`config.mk`:
```
export PLATFORM = sky130hd
export DESIGN_NAME = fir_sample_feeder_flat
export DESIGN_NICKNAME = d
export VERILOG_FILES = /design/src/rtl/fir_sample_feeder_pkg.sv /design/src/rtl/fir_sample_feeder_if.sv /design/src/rtl/fir_sample_fifo.sv /design/src/rtl/fir_sample_feeder.sv /design/src/flat_wrapper.sv
export SDC_FILE = /design/constraint.sdc
export NUM_CORES = 1
export LEC_CHECK = 0
export CORE_ASPECT_RATIO = 0.7
export CORE_MARGIN = 2
export CORE_UTILIZATION = 40
export DETAILED_ROUTE_END_ITERATION = 16
export PLACE_DENSITY = 0.74
export SYNTH_ARGS = -nofsm -noshare
export SYNTH_HDL_FRONTEND = slang
export SYNTH_HIERARCHICAL = 1
export SYNTH_SLANG_ARGS = --single-unit
export TNS_END_PERCENT = 20
```
`constraint.sdc`:
```
create_clock -name clk -period 2.15 [get_ports clk]
set_input_delay 0.43 -clock clk [delete_from_list [all_inputs] [get_ports clk]]
set_output_delay 0.43 -clock clk [all_outputs]
set_load 0.02 [all_outputs]
```
`src/rtl/fir_sample_feeder_pkg.sv`:
```
// ---------------------------------------------------------------------------
// fir_feeder_pkg : shared types and defaults for the FIR sample feeder. Rev 1.0
// ---------------------------------------------------------------------------
`default_nettype none

package fir_feeder_pkg;

  localparam int DEF_DATA_W    = 16;
  localparam int DEF_NUM_COEFF = 4;
  localparam int DEF_TIMEOUT   = 8;

  typedef enum logic [2:0] {
    ST_IDLE  = 3'd0,
    ST_SREQ  = 3'd1,
    ST_SHOLD = 3'd2,
    ST_SBUSY = 3'd3,
    ST_CREQ  = 3'd4,
    ST_CHOLD = 3'd5,
    ST_CBUSY = 3'd6,
    ST_ERR   = 3'd7
  } feeder_state_e;

  // A single-entry coefficient table still needs one index bit.
  function automatic int idx_width(input int n);
    return (n > 1) ? $clog2(n) : 1;
  endfunction

endpackage

`default_nettype wire

```
`src/rtl/fir_sample_feeder_if.sv`:
```
// ---------------------------------------------------------------------------
// fir_sample_feeder_if : host strobes in, controller handshake out. Rev 1.0
// ---------------------------------------------------------------------------
`default_nettype none

interface fir_sample_feeder_if #(
  parameter int DATA_W = fir_feeder_pkg::DEF_DATA_W,
  parameter int IDX_W  = fir_feeder_pkg::idx_width(fir_feeder_pkg::DEF_NUM_COEFF)
);

  logic              data_ready_in;
  logic              load_coeff_in;
  logic [DATA_W-1:0] sample_in;
  logic [DATA_W-1:0] coeff_in;
  logic              modwait;
  logic              dr;
  logic              lc;
  logic [DATA_W-1:0] sample_out;
  logic [DATA_W-1:0] coeff_out;
  logic [IDX_W-1:0]  coeff_index;
  logic              pending;
  logic              drop_err;
  logic              timeout_err;

  modport master (
    output data_ready_in, load_coeff_in, sample_in, coeff_in, modwait,
    input  dr, lc, sample_out, coeff_out, coeff_index, pending, drop_err, timeout_err
  );

  modport slave (
    input  data_ready_in, load_coeff_in, sample_in, coeff_in, modwait,
    output dr, lc, sample_out, coeff_out, coeff_index, pending, drop_err, timeout_err
  );

endinterface

`default_nettype wire

```
`src/rtl/fir_sample_fifo.sv`:
```
// ---------------------------------------------------------------------------
// fir_sample_fifo : 2-entry sample buffer, push/pop/flush with count. Rev 1.0
// ---------------------------------------------------------------------------
`default_nettype none

module fir_sample_fifo #(
  parameter int DATA_W = fir_feeder_pkg::DEF_DATA_W
) (
  input  wire logic              clk,
  input  wire logic              rst,
  input  wire logic              push_i,
  input  wire logic              pop_i,
  input  wire logic              flush_i,
  input  wire logic [DATA_W-1:0] data_i,
  output logic      [DATA_W-1:0] data_o,
  output logic                   full_o,
  output logic                   empty_o,
  output logic      [1:0]        count_o
);

  logic [DATA_W-1:0] mem_q [2];
  logic              wr_ptr_q;
  logic              rd_ptr_q;
  logic [1:0]        count_q;
  logic [1:0]        count_d;
  logic              w_push_ok;
  logic              w_pop_ok;

  // A pop in the same cycle frees the slot, so a push at full is still taken.
  assign w_pop_ok  = pop_i & (count_q != 2'd0);
  assign w_push_ok = push_i & ((count_q != 2'd2) | w_pop_ok);

  always_comb begin
    count_d = count_q;
    if (w_push_ok && !w_pop_ok) begin
      count_d = count_q + 2'd1;
    end else if (!w_push_ok && w_pop_ok) begin
      count_d = count_q - 2'd1;
    end
  end

  always_ff @(posedge clk) begin
    if (rst) begin
      wr_ptr_q <= 1'b0;
      rd_ptr_q <= 1'b0;
      count_q  <= 2'd0;
      for (int i = 0; i < 2; i++) begin
        mem_q[i] <= '0;
      end
    end else if (flush_i) begin
      wr_ptr_q <= 1'b0;
      rd_ptr_q <= 1'b0;
      count_q  <= 2'd0;
    end else begin
      if (w_push_ok) begin
        mem_q[wr_ptr_q] <= data_i;
        wr_ptr_q        <= ~wr_ptr_q;
      end
      if (w_pop_ok) begin
        rd_ptr_q <= ~rd_ptr_q;
      end
      count_q <= count_d;
    end
  end

  assign data_o  = mem_q[rd_ptr_q];
  assign full_o  = (count_q == 2'd2);
  assign empty_o = (count_q == 2'd0);
  assign count_o = count_q;

endmodule

`default_nettype wire

```
`src/rtl/fir_sample_feeder.sv`:
```
// ---------------------------------------------------------------------------
// fir_sample_feeder : FIR front end; strobe capture, sample FIFO, dr/lc handshake. Rev 1.0
// Optional macro SYNC_INPUTS_EN: 2-flop strobe synchronizers plus matched data delay.
// ---------------------------------------------------------------------------
`default_nettype none

module fir_sample_feeder
  import fir_feeder_pkg::*;
#(
  parameter int DATA_W    = DEF_DATA_W,
  parameter int NUM_COEFF = DEF_NUM_COEFF,
  parameter int TIMEOUT   = DEF_TIMEOUT
) (
  input wire logic           clk,
  input wire logic           rst,
  fir_sample_feeder_if.slave feeder_io
);

  localparam int IDX_W = idx_width(NUM_COEFF);
  localparam int CNT_W = (TIMEOUT > 1) ? $clog2(TIMEOUT) : 1;

  logic              w_dr_strobe;
  logic              w_lc_strobe;
  logic [DATA_W-1:0] w_sample;
  logic [DATA_W-1:0] w_coeff;

`ifdef SYNC_INPUTS_EN
  logic [1:0]             dr_sync_q;
  logic [1:0]             lc_sync_q;
  logic [1:0][DATA_W-1:0] sample_dly_q;
  logic [1:0][DATA_W-1:0] coeff_dly_q;

  always_ff @(posedge clk) begin
    if (rst) begin
      dr_sync_q    <= '0;
      lc_sync_q    <= '0;
      sample_dly_q <= '0;
      coeff_dly_q  <= '0;
    end else begin
      dr_sync_q    <= {dr_sync_q[0], feeder_io.data_ready_in};
      lc_sync_q    <= {lc_sync_q[0], feeder_io.load_coeff_in};
      sample_dly_q <= {sample_dly_q[0], feeder_io.sample_in};
      coeff_dly_q  <= {coeff_dly_q[0], feeder_io.coeff_in};
    end
  end

  assign w_dr_strobe = dr_sync_q[1];
  assign w_lc_strobe = lc_sync_q[1];
  assign w_sample    = sample_dly_q[1];
  assign w_coeff     = coeff_dly_q[1];
`else
  assign w_dr_strobe = feeder_io.data_ready_in;
  assign w_lc_strobe = feeder_io.load_coeff_in;
  assign w_sample    = feeder_io.sample_in;
  assign w_coeff     = feeder_io.coeff_in;
`endif

  logic              dr_prev_q;
  logic              lc_prev_q;
  logic              dr_req_q;
  logic              lc_req_q;
  logic [DATA_W-1:0] sample_hold_q;
  logic [DATA_W-1:0] coeff_hold_q;

  // Edge requests are registered with their data; this is the first latency stage.
  always_ff @(posedge clk) begin
    if (rst) begin
      dr_prev_q     <= 1'b0;
      lc_prev_q     <= 1'b0;
      dr_req_q      <= 1'b0;
      lc_req_q      <= 1'b0;
      sample_hold_q <= '0;
      coeff_hold_q  <= '0;
    end else begin
      dr_prev_q <= w_dr_strobe;
      lc_prev_q <= w_lc_strobe;
      dr_req_q  <= w_dr_strobe & ~dr_prev_q;
      lc_req_q  <= w_lc_strobe & ~lc_prev_q;
      if (w_dr_strobe && !dr_prev_q) begin
        sample_hold_q <= w_sample;
      end
      if (w_lc_strobe && !lc_prev_q) begin
        coeff_hold_q <= w_coeff;
      end
    end
  end

  logic              w_pop;
  logic              w_to_err;
  logic              w_coeff_done;
  logic              w_full;
  logic              w_empty;
  logic [1:0]        w_count;
  logic [DATA_W-1:0] w_head;

  fir_sample_fifo #(
    .DATA_W (DATA_W)
  ) u_fifo (
    .clk     (clk),
    .rst     (rst),
    .push_i  (dr_req_q),
    .pop_i   (w_pop),
    .flush_i (w_to_err),
    .data_i  (sample_hold_q),
    .data_o  (w_head),
    .full_o  (w_full),
    .empty_o (w_empty),
    .count_o (w_count)
  );

  logic [DATA_W-1:0] coeff_q;
  logic              coeff_pend_q;
  logic [IDX_W-1:0]  coeff_idx_q;
  logic              w_sample_drop;
  logic              w_coeff_drop;

  assign w_sample_drop = dr_req_q & w_full & ~w_pop & ~w_to_err;
  assign w_coeff_drop  = lc_req_q & coeff_pend_q & ~w_coeff_done;

  always_ff @(posedge clk) begin
    if (rst) begin
      coeff_q      <= '0;
      coeff_pend_q <= 1'b0;
      coeff_idx_q  <= '0;
    end else begin
      if (lc_req_q) begin
        coeff_q      <= coeff_hold_q;
        coeff_pend_q <= 1'b1;
      end else if (w_coeff_done || w_to_err) begin
        coeff_pend_q <= 1'b0;
      end
      if (w_coeff_done) begin
        coeff_idx_q <= (coeff_idx_q == IDX_W'(NUM_COEFF - 1)) ? '0 : coeff_idx_q + IDX_W'(1);
      end
    end
  end

  feeder_state_e    state_q;
  feeder_state_e    state_d;
  logic [CNT_W-1:0] wait_cnt_q;
  logic [CNT_W-1:0] wait_cnt_d;

  always_ff @(posedge clk) begin
    if (rst) begin
      state_q    <= ST_IDLE;
      wait_cnt_q <= '0;
    end else begin
      state_q    <= state_d;
      wait_cnt_q <= wait_cnt_d;
    end
  end

  always_comb begin
    state_d      = state_q;
    wait_cnt_d   = '0;
    w_pop        = 1'b0;
    w_to_err     = 1'b0;
    w_coeff_done = 1'b0;
    case (state_q)
      ST_IDLE: begin
        if (coeff_pend_q) begin
          state_d = ST_CREQ;
        end else if (!w_empty && !feeder_io.modwait) begin
          state_d = ST_SREQ;
        end
      end
      ST_SREQ, ST_CREQ: begin
        if (feeder_io.modwait) begin
          state_d = (state_q == ST_SREQ) ? ST_SHOLD : ST_CHOLD;
        end else if (wait_cnt_q == CNT_W'(TIMEOUT - 1)) begin
          state_d  = ST_ERR;
          w_to_err = 1'b1;
        end else begin
          wait_cnt_d = wait_cnt_q + CNT_W'(1);
        end
      end
      ST_SHOLD: state_d = ST_SBUSY;
      ST_CHOLD: state_d = ST_CBUSY;
      ST_SBUSY: begin
        if (!feeder_io.modwait) begin
          w_pop   = 1'b1;
          state_d = ST_IDLE;
        end
      end
      ST_CBUSY: begin
        if (!feeder_io.modwait) begin
          w_coeff_done = 1'b1;
          state_d      = ST_IDLE;
        end
      end
      ST_ERR:  state_d = ST_IDLE;
      default: state_d = ST_IDLE;
    endcase
  end

  logic drop_err_q;
  logic timeout_err_q;

  always_ff @(posedge clk) begin
    if (rst) begin
      drop_err_q    <= 1'b0;
      timeout_err_q <= 1'b0;
    end else begin
      drop_err_q    <= drop_err_q | w_sample_drop | w_coeff_drop;
      timeout_err_q <= timeout_err_q | w_to_err;
    end
  end

  assign feeder_io.dr          = (state_q == ST_SREQ) || (state_q == ST_SHOLD);
  assign feeder_io.lc          = (state_q == ST_CREQ) || (state_q == ST_CHOLD);
  assign feeder_io.sample_out  = w_head;
  assign feeder_io.coeff_out   = coeff_q;
  assign feeder_io.coeff_index = coeff_idx_q;
  assign feeder_io.pending     = (w_count != 2'd0);
  assign feeder_io.drop_err    = drop_err_q;
  assign feeder_io.timeout_err = timeout_err_q;

endmodule

`default_nettype wire
```
`src/flat_wrapper.sv`:
```
// flat-port wrapper written by rule: the top's interface ports become plain ports
module fir_sample_feeder_flat import fir_feeder_pkg::*;
#(
  parameter int DATA_W    = DEF_DATA_W,
  parameter int NUM_COEFF = DEF_NUM_COEFF,
  parameter int TIMEOUT   = DEF_TIMEOUT
)
  (clk, rst, feeder_io_data_ready_in, feeder_io_load_coeff_in, feeder_io_sample_in, feeder_io_coeff_in, feeder_io_modwait, feeder_io_dr, feeder_io_lc, feeder_io_sample_out, feeder_io_coeff_out, feeder_io_coeff_index, feeder_io_pending, feeder_io_drop_err, feeder_io_timeout_err);
  fir_sample_feeder_if #(.DATA_W(DATA_W)) feeder_io_i ();
  input wire logic clk;
  input wire logic rst;
  input wire logic [$bits(feeder_io_i.data_ready_in)-1:0] feeder_io_data_ready_in;
  input wire logic [$bits(feeder_io_i.load_coeff_in)-1:0] feeder_io_load_coeff_in;
  input wire logic [$bits(feeder_io_i.sample_in)-1:0] feeder_io_sample_in;
  input wire logic [$bits(feeder_io_i.coeff_in)-1:0] feeder_io_coeff_in;
  input wire logic [$bits(feeder_io_i.modwait)-1:0] feeder_io_modwait;
  output wire logic [$bits(feeder_io_i.dr)-1:0] feeder_io_dr;
  output wire logic [$bits(feeder_io_i.lc)-1:0] feeder_io_lc;
  output wire logic [$bits(feeder_io_i.sample_out)-1:0] feeder_io_sample_out;
  output wire logic [$bits(feeder_io_i.coeff_out)-1:0] feeder_io_coeff_out;
  output wire logic [$bits(feeder_io_i.coeff_index)-1:0] feeder_io_coeff_index;
  output wire logic [$bits(feeder_io_i.pending)-1:0] feeder_io_pending;
  output wire logic [$bits(feeder_io_i.drop_err)-1:0] feeder_io_drop_err;
  output wire logic [$bits(feeder_io_i.timeout_err)-1:0] feeder_io_timeout_err;
  assign feeder_io_i.data_ready_in = feeder_io_data_ready_in;
  assign feeder_io_i.load_coeff_in = feeder_io_load_coeff_in;
  assign feeder_io_i.sample_in = feeder_io_sample_in;
  assign feeder_io_i.coeff_in = feeder_io_coeff_in;
  assign feeder_io_i.modwait = feeder_io_modwait;
  assign feeder_io_dr = feeder_io_i.dr;
  assign feeder_io_lc = feeder_io_i.lc;
  assign feeder_io_sample_out = feeder_io_i.sample_out;
  assign feeder_io_coeff_out = feeder_io_i.coeff_out;
  assign feeder_io_coeff_index = feeder_io_i.coeff_index;
  assign feeder_io_pending = feeder_io_i.pending;
  assign feeder_io_drop_err = feeder_io_i.drop_err;
  assign feeder_io_timeout_err = feeder_io_i.timeout_err;
  fir_sample_feeder #(.DATA_W(DATA_W), .NUM_COEFF(NUM_COEFF), .TIMEOUT(TIMEOUT)) u_core (.clk(clk), .rst(rst), .feeder_io(feeder_io_i));
endmodule
```
==> results.json, run 1 <==
{
  "die_area_mm2": 0.0110,
  "vdd_drop_max_mv": 0.469,
  "cp-end-kind": "flip-flop",
  "viasPerCell": 4.73,
  "rsz0062_at_grt": "true",
  "yosys.area.top_type": "dfxtp_1",
  "layout.nets": 511,
  "drv_slew": 0,
  "final-setup-viol-count": 0,
  "grt_use_total_pct": 15.4,
  "antenna_cells": 0,
  "switching_power_w": 0.00122,
  "post-route-min-period_ns": 2.02,
  "crit_arrival_ns": 2.05,
  "syn_area_mm2": 0.00405,
  "ys_types": 44,
  "initial_core_util_pct": 41.5,
  "io_pins": 76,
  "ctsHoldBuffers": 0,
  "grt_pass1_vias": 2716,
  "criticalPathCategory": "flip-flop to flip-flop",
  "worstPathRequired_ns": 2.18,
  "crit_fanout": 16,
  "clock-sinks": 100,
  "grt_pass1_wl_um": 13200,
  "relSlewSlack_pct": 55.5,
  "drtPass1Iterations": 4,
  "tns_ns": 0,
  "avgSynthCellArea_um2": 10.4,
  "ant_nets": 0,
  "finalHoldViolCount": 0,
  "die_h_um": 88.2,
  "clockRootBuffer": "clkbuf_16",
  "grt_max_degree": 61,
  "hold_path_class": "input port to flip-flop",
  "ys_ff_latch": 100,
  "cp_top_family": "simple AND/OR/NAND/NOR gates",
  "seq_area_frac_synth_pct": 57.4,
  "finalWeightedCongestion": 0.806,
  "clock_power_share_pct": 34.1,
  "combinationalPowerShare_pct": 18.5,
  "power_switching_share_pct": 27.2,
  "crit_path_cell_trace": "ha_1 -> ha_2 -> nand3_2 -> inv_1 -> or3b_4 -> nor3b_4 -> or2_4",
  "period_share_pct": 94.0,
  "hp-start": "rst",
  "cp-start-kind": "flip-flop",
  "yosysMostFrequentCell": "nand2_1",
  "antenna_found_initial": 0,
  "leakagePower_nw": 2.08,
  "clock_latency_ns": 0.34,
  "vias": 2854,
  "slowest_delay_ns": 0.41,
  "port-buffer-count": 75,
  "synth-main-ff-cell": "dfxtp_1",
  "synth_cells": 390,
  "drt_iter0_markers": 142,
  "ys_warn_count": 6,
  "drive_gt1_share_pct": 14.1,
  "drc": 0,
  "p_total_w": 0.00448,
  "cp_slowest_cell": "or3b_4",
  "post-route-util_pct": 53.9,
  "tritoncts": "done",
  "clockBufferDepth": 2,
  "cts-buffers-inserted": 9,
  "syn_nets": 431,
  "critPathLaunch": "u_core/wait_cnt_q[0]",
  "synth_commonest_cells": "nand2_1, dfxtp_1, a21oi_1, and2_1, edfxtp_1",
  "ctsHtreeMaxLevel": 3,
  "holdWs_ns": 0.407,
  "grt-ovfl-total": 0,
  "wirelength_um": 8230,
  "max_freq_mhz": 495,
  "crit_buf_inv": 1,
  "synth-edff-count": 32,
  "routedWlPerCell_um": 13.7,
  "synthArstFlopShare_pct": 0,
  "die_x_um": 124,
  "synthToLayoutAreaGrowth_pct": 30.1,
  "clkTransAtPathRegs_ns": 0.07,
  "ys_top_cells_by_area": "dfxtp_1, edfxtp_1, nand2_1",
  "outcome": "complete, no violations",
  "p_int_w": 0.00326,
  "maxCapViolCount": 0,
  "row_count": 30,
  "finClkSkew_ns": 0.00553,
  "design.core.area_mm2": 0.00976,
  "tightest_slew_ns": 0.668,
  "p_per_area_mw_per_mm2": 851,
  "seq_power_share_pct": 47.4,
  "yosys.area.top_type_share_pct": 33.6,
  "dp_hpwl_um": 5470,
  "r2r-start": "u_core/wait_cnt_q[0]"
}
-- worst paths after layout --
check / to / depth (start not counted) / slack, ns
setup / recovery: u_core/u_fifo/mem_q[1][10] / 7 / 0.13
hold / removal: u_core/sample_hold_q[4] / 2 / 0.41
setup reg to reg: u_core/u_fifo/mem_q[1][10] / 7 / 0.13
hold reg to reg: u_core/lc_req_q / 1 / 0.43
-- power groups by stage --
stage	Clock, W	Combinational (W)	Sequential [W]
after floorplan	0	0.000556	0.00215
after global placement	0	0.000821	0.00216
after detailed placement	0	0.000842	0.00217
after CTS	0.00156	0.000833	0.00212
after global routing	0.00164	0.000901	0.00214
final	0.00153	0.000828	0.00212
-- per-layer routing --
metal / GRT usage [%] / wire length, um / vias up / share of wire [%]
met4: 6.03 / 134 / 0 / 1.6
met1: 19.7 / 3910 / 1293 / 47
met2: 24.1 / 3610 / 83 / 44
li1: - / - / 1466 / -
met5: 0 / 0 / - / 0
met3: 5.74 / 575 / 12 / 7.0
-- cells by family (layout without fill, tap and decap cells) --
kind of cell	count (synthesis)	in the layout	share of synthesized area (%)
mux	34	34	9.03
flops	100	100	57.4
fa+ha+maj	4	4	1.24
buf+inv	29	114	3.18
simple gates	166	166	20.7
compound gates	52	52	7.23
xor+xnor	5	5	1.27
-- area by class of cell --
class | count | area [um^2]
fillers | 866 | 4490
clock inverters | 7 | 57.6
well taps | 128 | 160
repair buffers | 94 | 876
clock buffers | 9 | 225
flip-flops and latches | 100 | 2320
multi-input cells | 261 | 1610
inverters | 4 | 15.0
-- per-stage QoR --
step | setup WS, ns | std cells | area (um^2)
finish | 0.130 | 603 | 5270
global route | -0.0213 | 603 | 5270
CTS | 0.00291 | 603 | 5260
detailed placement | -0.478 | 587 | 4990
global placement | -0.393 | 587 | 4990
floorplan | 0.0262 | 390 | 4060
-- flip-flops by register name, summed over array words and instances, names as in the netlist, 2 cells and up, named ones only --
signal,count
u_core/coeff_hold_q,16
u_core/feeder_io.coeff_index,2
u_core/feeder_io.coeff_out,16
u_core/sample_hold_q,16
u_core/state_q,3
u_core/u_fifo/count_o,2
u_core/u_fifo/mem_q,32
u_core/wait_cnt_q,3
-- what timing repair did --
action,4_1_cts,5_1_grt
resized for setup,19,2
pin swaps,0,2
setup endpoints to repair,49,19
setup buffers,0,0
-- worst register-to-register path, delay by kind of cell (launching register included) --
kind                       cells  cell delay [ns]
adders and majority gates      2             0.37
DFF                            1             0.32
and+or+nand+nor                4             0.95
buffers and inverters          1             0.06
-- cells in the final DEF, fill, tap and decap left out, types with 2 or more instances in the layout --
cell,instances
nand2b_1,3
clkdlybuf4s50_1,55
inv_1,4
dlymetal6s2s_1,2
o21ai_0,4
xor2_1,3
nand3_1,2
edfxtp_1,32
nor3_1,4
or3_1,2
mux2i_1,17
o21bai_1,2
nand2_1,69
and2_1,33
inv_6,2
ha_1,3
dlygate4sd2_1,17
nor4b_1,2
a21oi_1,40
mux2_2,16
buf_4,18
nor2b_1,11
a31oi_1,2
clkinvlp_4,2
dfxtp_1,68
nor2_1,26
clkbuf_16,9
or2_4,2
Power figures use the tool's default switching activity.
==> inputs of run 2 (changes only) <==
--- a/config.mk
+++ b/config.mk
@@ -8,6 +8,7 @@
 export CORE_ASPECT_RATIO = 0.7
 export CORE_MARGIN = 2
 export CORE_UTILIZATION = 40
+export CTS_CLUSTER_DIAMETER = 50
 export DETAILED_ROUTE_END_ITERATION = 16
 export PLACE_DENSITY = 0.74
 export SYNTH_ARGS = -nofsm -noshare
==> constraint.sdc (replaced) <==
create_clock -name clk -period 1.7 [get_ports clk]
set_input_delay 0.34 -clock clk [delete_from_list [all_inputs] [get_ports clk]]
set_output_delay 0.34 -clock clk [all_outputs]
set_load 0.02 [all_outputs]
==> run 2 against run 1 <==
Effect of this change:
- the run now ends with setup timing left
- clock-buffer cell count increased by 2
- hold slack worse by 0.058 ns
- die area unchanged
- sequential cell count unchanged
- sequential power up 28%
- critical path type unchanged
- critical endpoint is now u_core/u_fifo/mem_q[1][3]
- largest power group unchanged
==> results.json, run 2 (synthesized netlist as in run 1, its figures left out) <==
{
  "die_x_um": 124,
  "finalWeightedCongestion": 0.786,
  "drc": 0,
  "cp_top_family": "simple AND/OR/NAND/NOR gates",
  "clkTransAtPathRegs_ns": 0.07,
  "tritoncts": "done",
  "outcome": "complete, but fails checks",
  "synthToLayoutAreaGrowth_pct": 38.3,
  "rsz0062_at_grt": "true",
  "ctsHtreeMaxLevel": 3,
  "final-setup-viol-count": 57,
  "largest_reg_flops": 32,
  "drt_iter0_markers": 165,
  "relSlewSlack_pct": 69.7,
  "hp-start": "rst",
  "final_cell_mix": "nand2_1, dfxtp_1, clkdlybuf4s50_1",
  "wirelength_um": 8970,
  "viasPerCell": 4.85,
  "leakagePower_nw": 2.28,
  "grt_use_total_pct": 17.1,
  "cp-end-kind": "flip-flop",
  "multi_input_area_mm2": 0.00171,
  "fill_cells": 840,
  "vias": 3005,
  "cpMostUsedCell": "ha_4",
  "grt_max_degree": 44,
  "fin_area_mm2": 0.00560,
  "initial_core_util_pct": 41.5,
  "holdWs_ns": 0.348,
  "p_total_w": 0.00612,
  "fin_ws_ns": -0.215,
  "antenna_found_initial": 0,
  "row_count": 30,
  "register_area_mm2": 0.00233,
  "period_share_pct": 113,
  "port-buffer-count": 75,
  "antenna_cells": 0,
  "crit_path_cell_trace": "ha_4 -> ha_4 -> nand3_4 -> inv_4 -> or3b_4 -> nor3b_4 -> or2_4",
  "grt-ovfl-total": 0,
  "clock_latency_ns": 0.34,
  "dp_hpwl_um": 5910,
  "post-route-min-period_ns": 1.91,
  "die_h_um": 88.2,
  "tightest_slew_ns": 0.454,
  "cp_slowest_cell": "or3b_4",
  "crit_buf_inv": 1,
  "drive_gt1_share_pct": 23.4,
  "violations": "setup timing",
  "clock-sinks": 100,
  "vdd_drop_max_mv": 0.620,
  "worstPathRequired_ns": 1.75,
  "maxCapViolCount": 0,
  "design.core.area_mm2": 0.00976,
  "crit_arrival_ns": 1.96,
  "clockBufferDepth": 2,
  "slowest_delay_ns": 0.38,
  "grt_pass1_vias": 2919,
  "cp-start-kind": "flip-flop",
  "largest_register": "u_core/u_fifo/mem_q",
  "finalHoldViolCount": 0,
  "criticalPathCategory": "flip-flop to flip-flop",
  "layout.nets": 528,
  "final_common_cell": "nand2_1",
  "io_pins": 76,
  "drtPass1Iterations": 4,
  "r2r-start": "u_core/wait_cnt_q[0]",
  "ant_nets": 0,
  "cts-buffers-inserted": 9,
  "drv_slew": 0,
  "placed_area_mm2": 0.00514,
  "grt_pass1_wl_um": 14700,
  "routedWlPerCell_um": 14.5,
  "clockRootBuffer": "clkbuf_16",
  "hold_path_class": "input port to flip-flop",
  "finClkSkew_ns": 0.00567,
  "crit_fanout": 8,
  "critPathLaunch": "u_core/wait_cnt_q[0]",
  "die_area_mm2": 0.0110,
  "max_freq_mhz": 522,
  "p_per_area_mw_per_mm2": 1090
}
-- run 2: cell types whose count changed in the layout (fill, tap and decap cells not counted), moves of 3 or more --
cell	before	now
dlymetal6s2s_1	2	5
buf_6	1	13
buf_2	1	10
dlygate4sd2_1	17	2
buf_4	18	28
mux2_2	16	7
mux2_4	1	10
dfxtp_2	0	6
dfxtp_1	68	61
clkdlybuf4s50_1	55	48
-- run 2: timing repair --
action / 4_1_cts / 5_1_grt
hold buffers: 0 / 0
cloned: 2 / 0
setup endpoints to repair: 87 / 89
endpoints found under the hold margin: 0 / 0
pin swaps: 5 / 1
gates resized for setup: 105 / 22
setup buffers: 3 / 1
-- run 2: path summary, 6_finish.rpt --
path                                             endpoint  slack (ns)  depth (start not counted)
worst max-delay path            u_core/u_fifo/mem_q[1][3]       -0.21                          7
worst min-delay path             u_core/u_fifo/count_o[1]        0.35                          3
worst max register to register  u_core/u_fifo/mem_q[1][3]       -0.21                          7
worst min register to register            u_core/dr_req_q        0.45                          1
-- run 2: power by group --
| group | switching [W] | internal (W) |
|---|---|---|
| sequential | 0.000104 | 0.00261 |
| combinational | 0.000564 | 0.000611 |
| clock | 0.000861 | 0.00137 |
| total | 0.00153 | 0.00459 |
-- run 2: through the flow --
stage	utilization [%]	cells	setup TNS [ns]	setup WS (ns)
floorplan	-	390	-11.62	-0.308
global placement	52.6	598	-38.86	-0.642
detailed placement	52.6	598	-41.32	-0.710
CTS	56.8	619	-9.07	-0.213
global route	57.4	620	-13.77	-0.305
finish	57.4	620	-8.71	-0.215
-- run 2: area by class of cell --
| type | instances | area share [%] |
|---|---|---|
| flip-flops and latches | 100 | 41.7 |
| multi-input cells | 262 | 30.5 |
| repair buffers | 110 | 18.7 |
| clock buffers | 11 | 4.51 |
| well taps | 128 | 2.86 |
| clock inverters | 5 | 1.50 |
| inverters | 4 | 0.313 |
-- run 2: worst min-delay path, delay by kind of cell --
| kind | cells | cell delay (ns) |
|---|---|---|
| compound gates | 1 | 0.11 |
| buf+inv | 1 | 0.14 |
| simple gates | 1 | 0.05 |
-- run 2: metal layers --
layer	GRT usage (%)	vias to the layer above	part of all wire, %
met4	5.21	0	0.96
met1	22.5	1413	46
met2	27.1	75	47
met3	5.86	9	6.1
li1	-	1508	-
met5	0	-	0
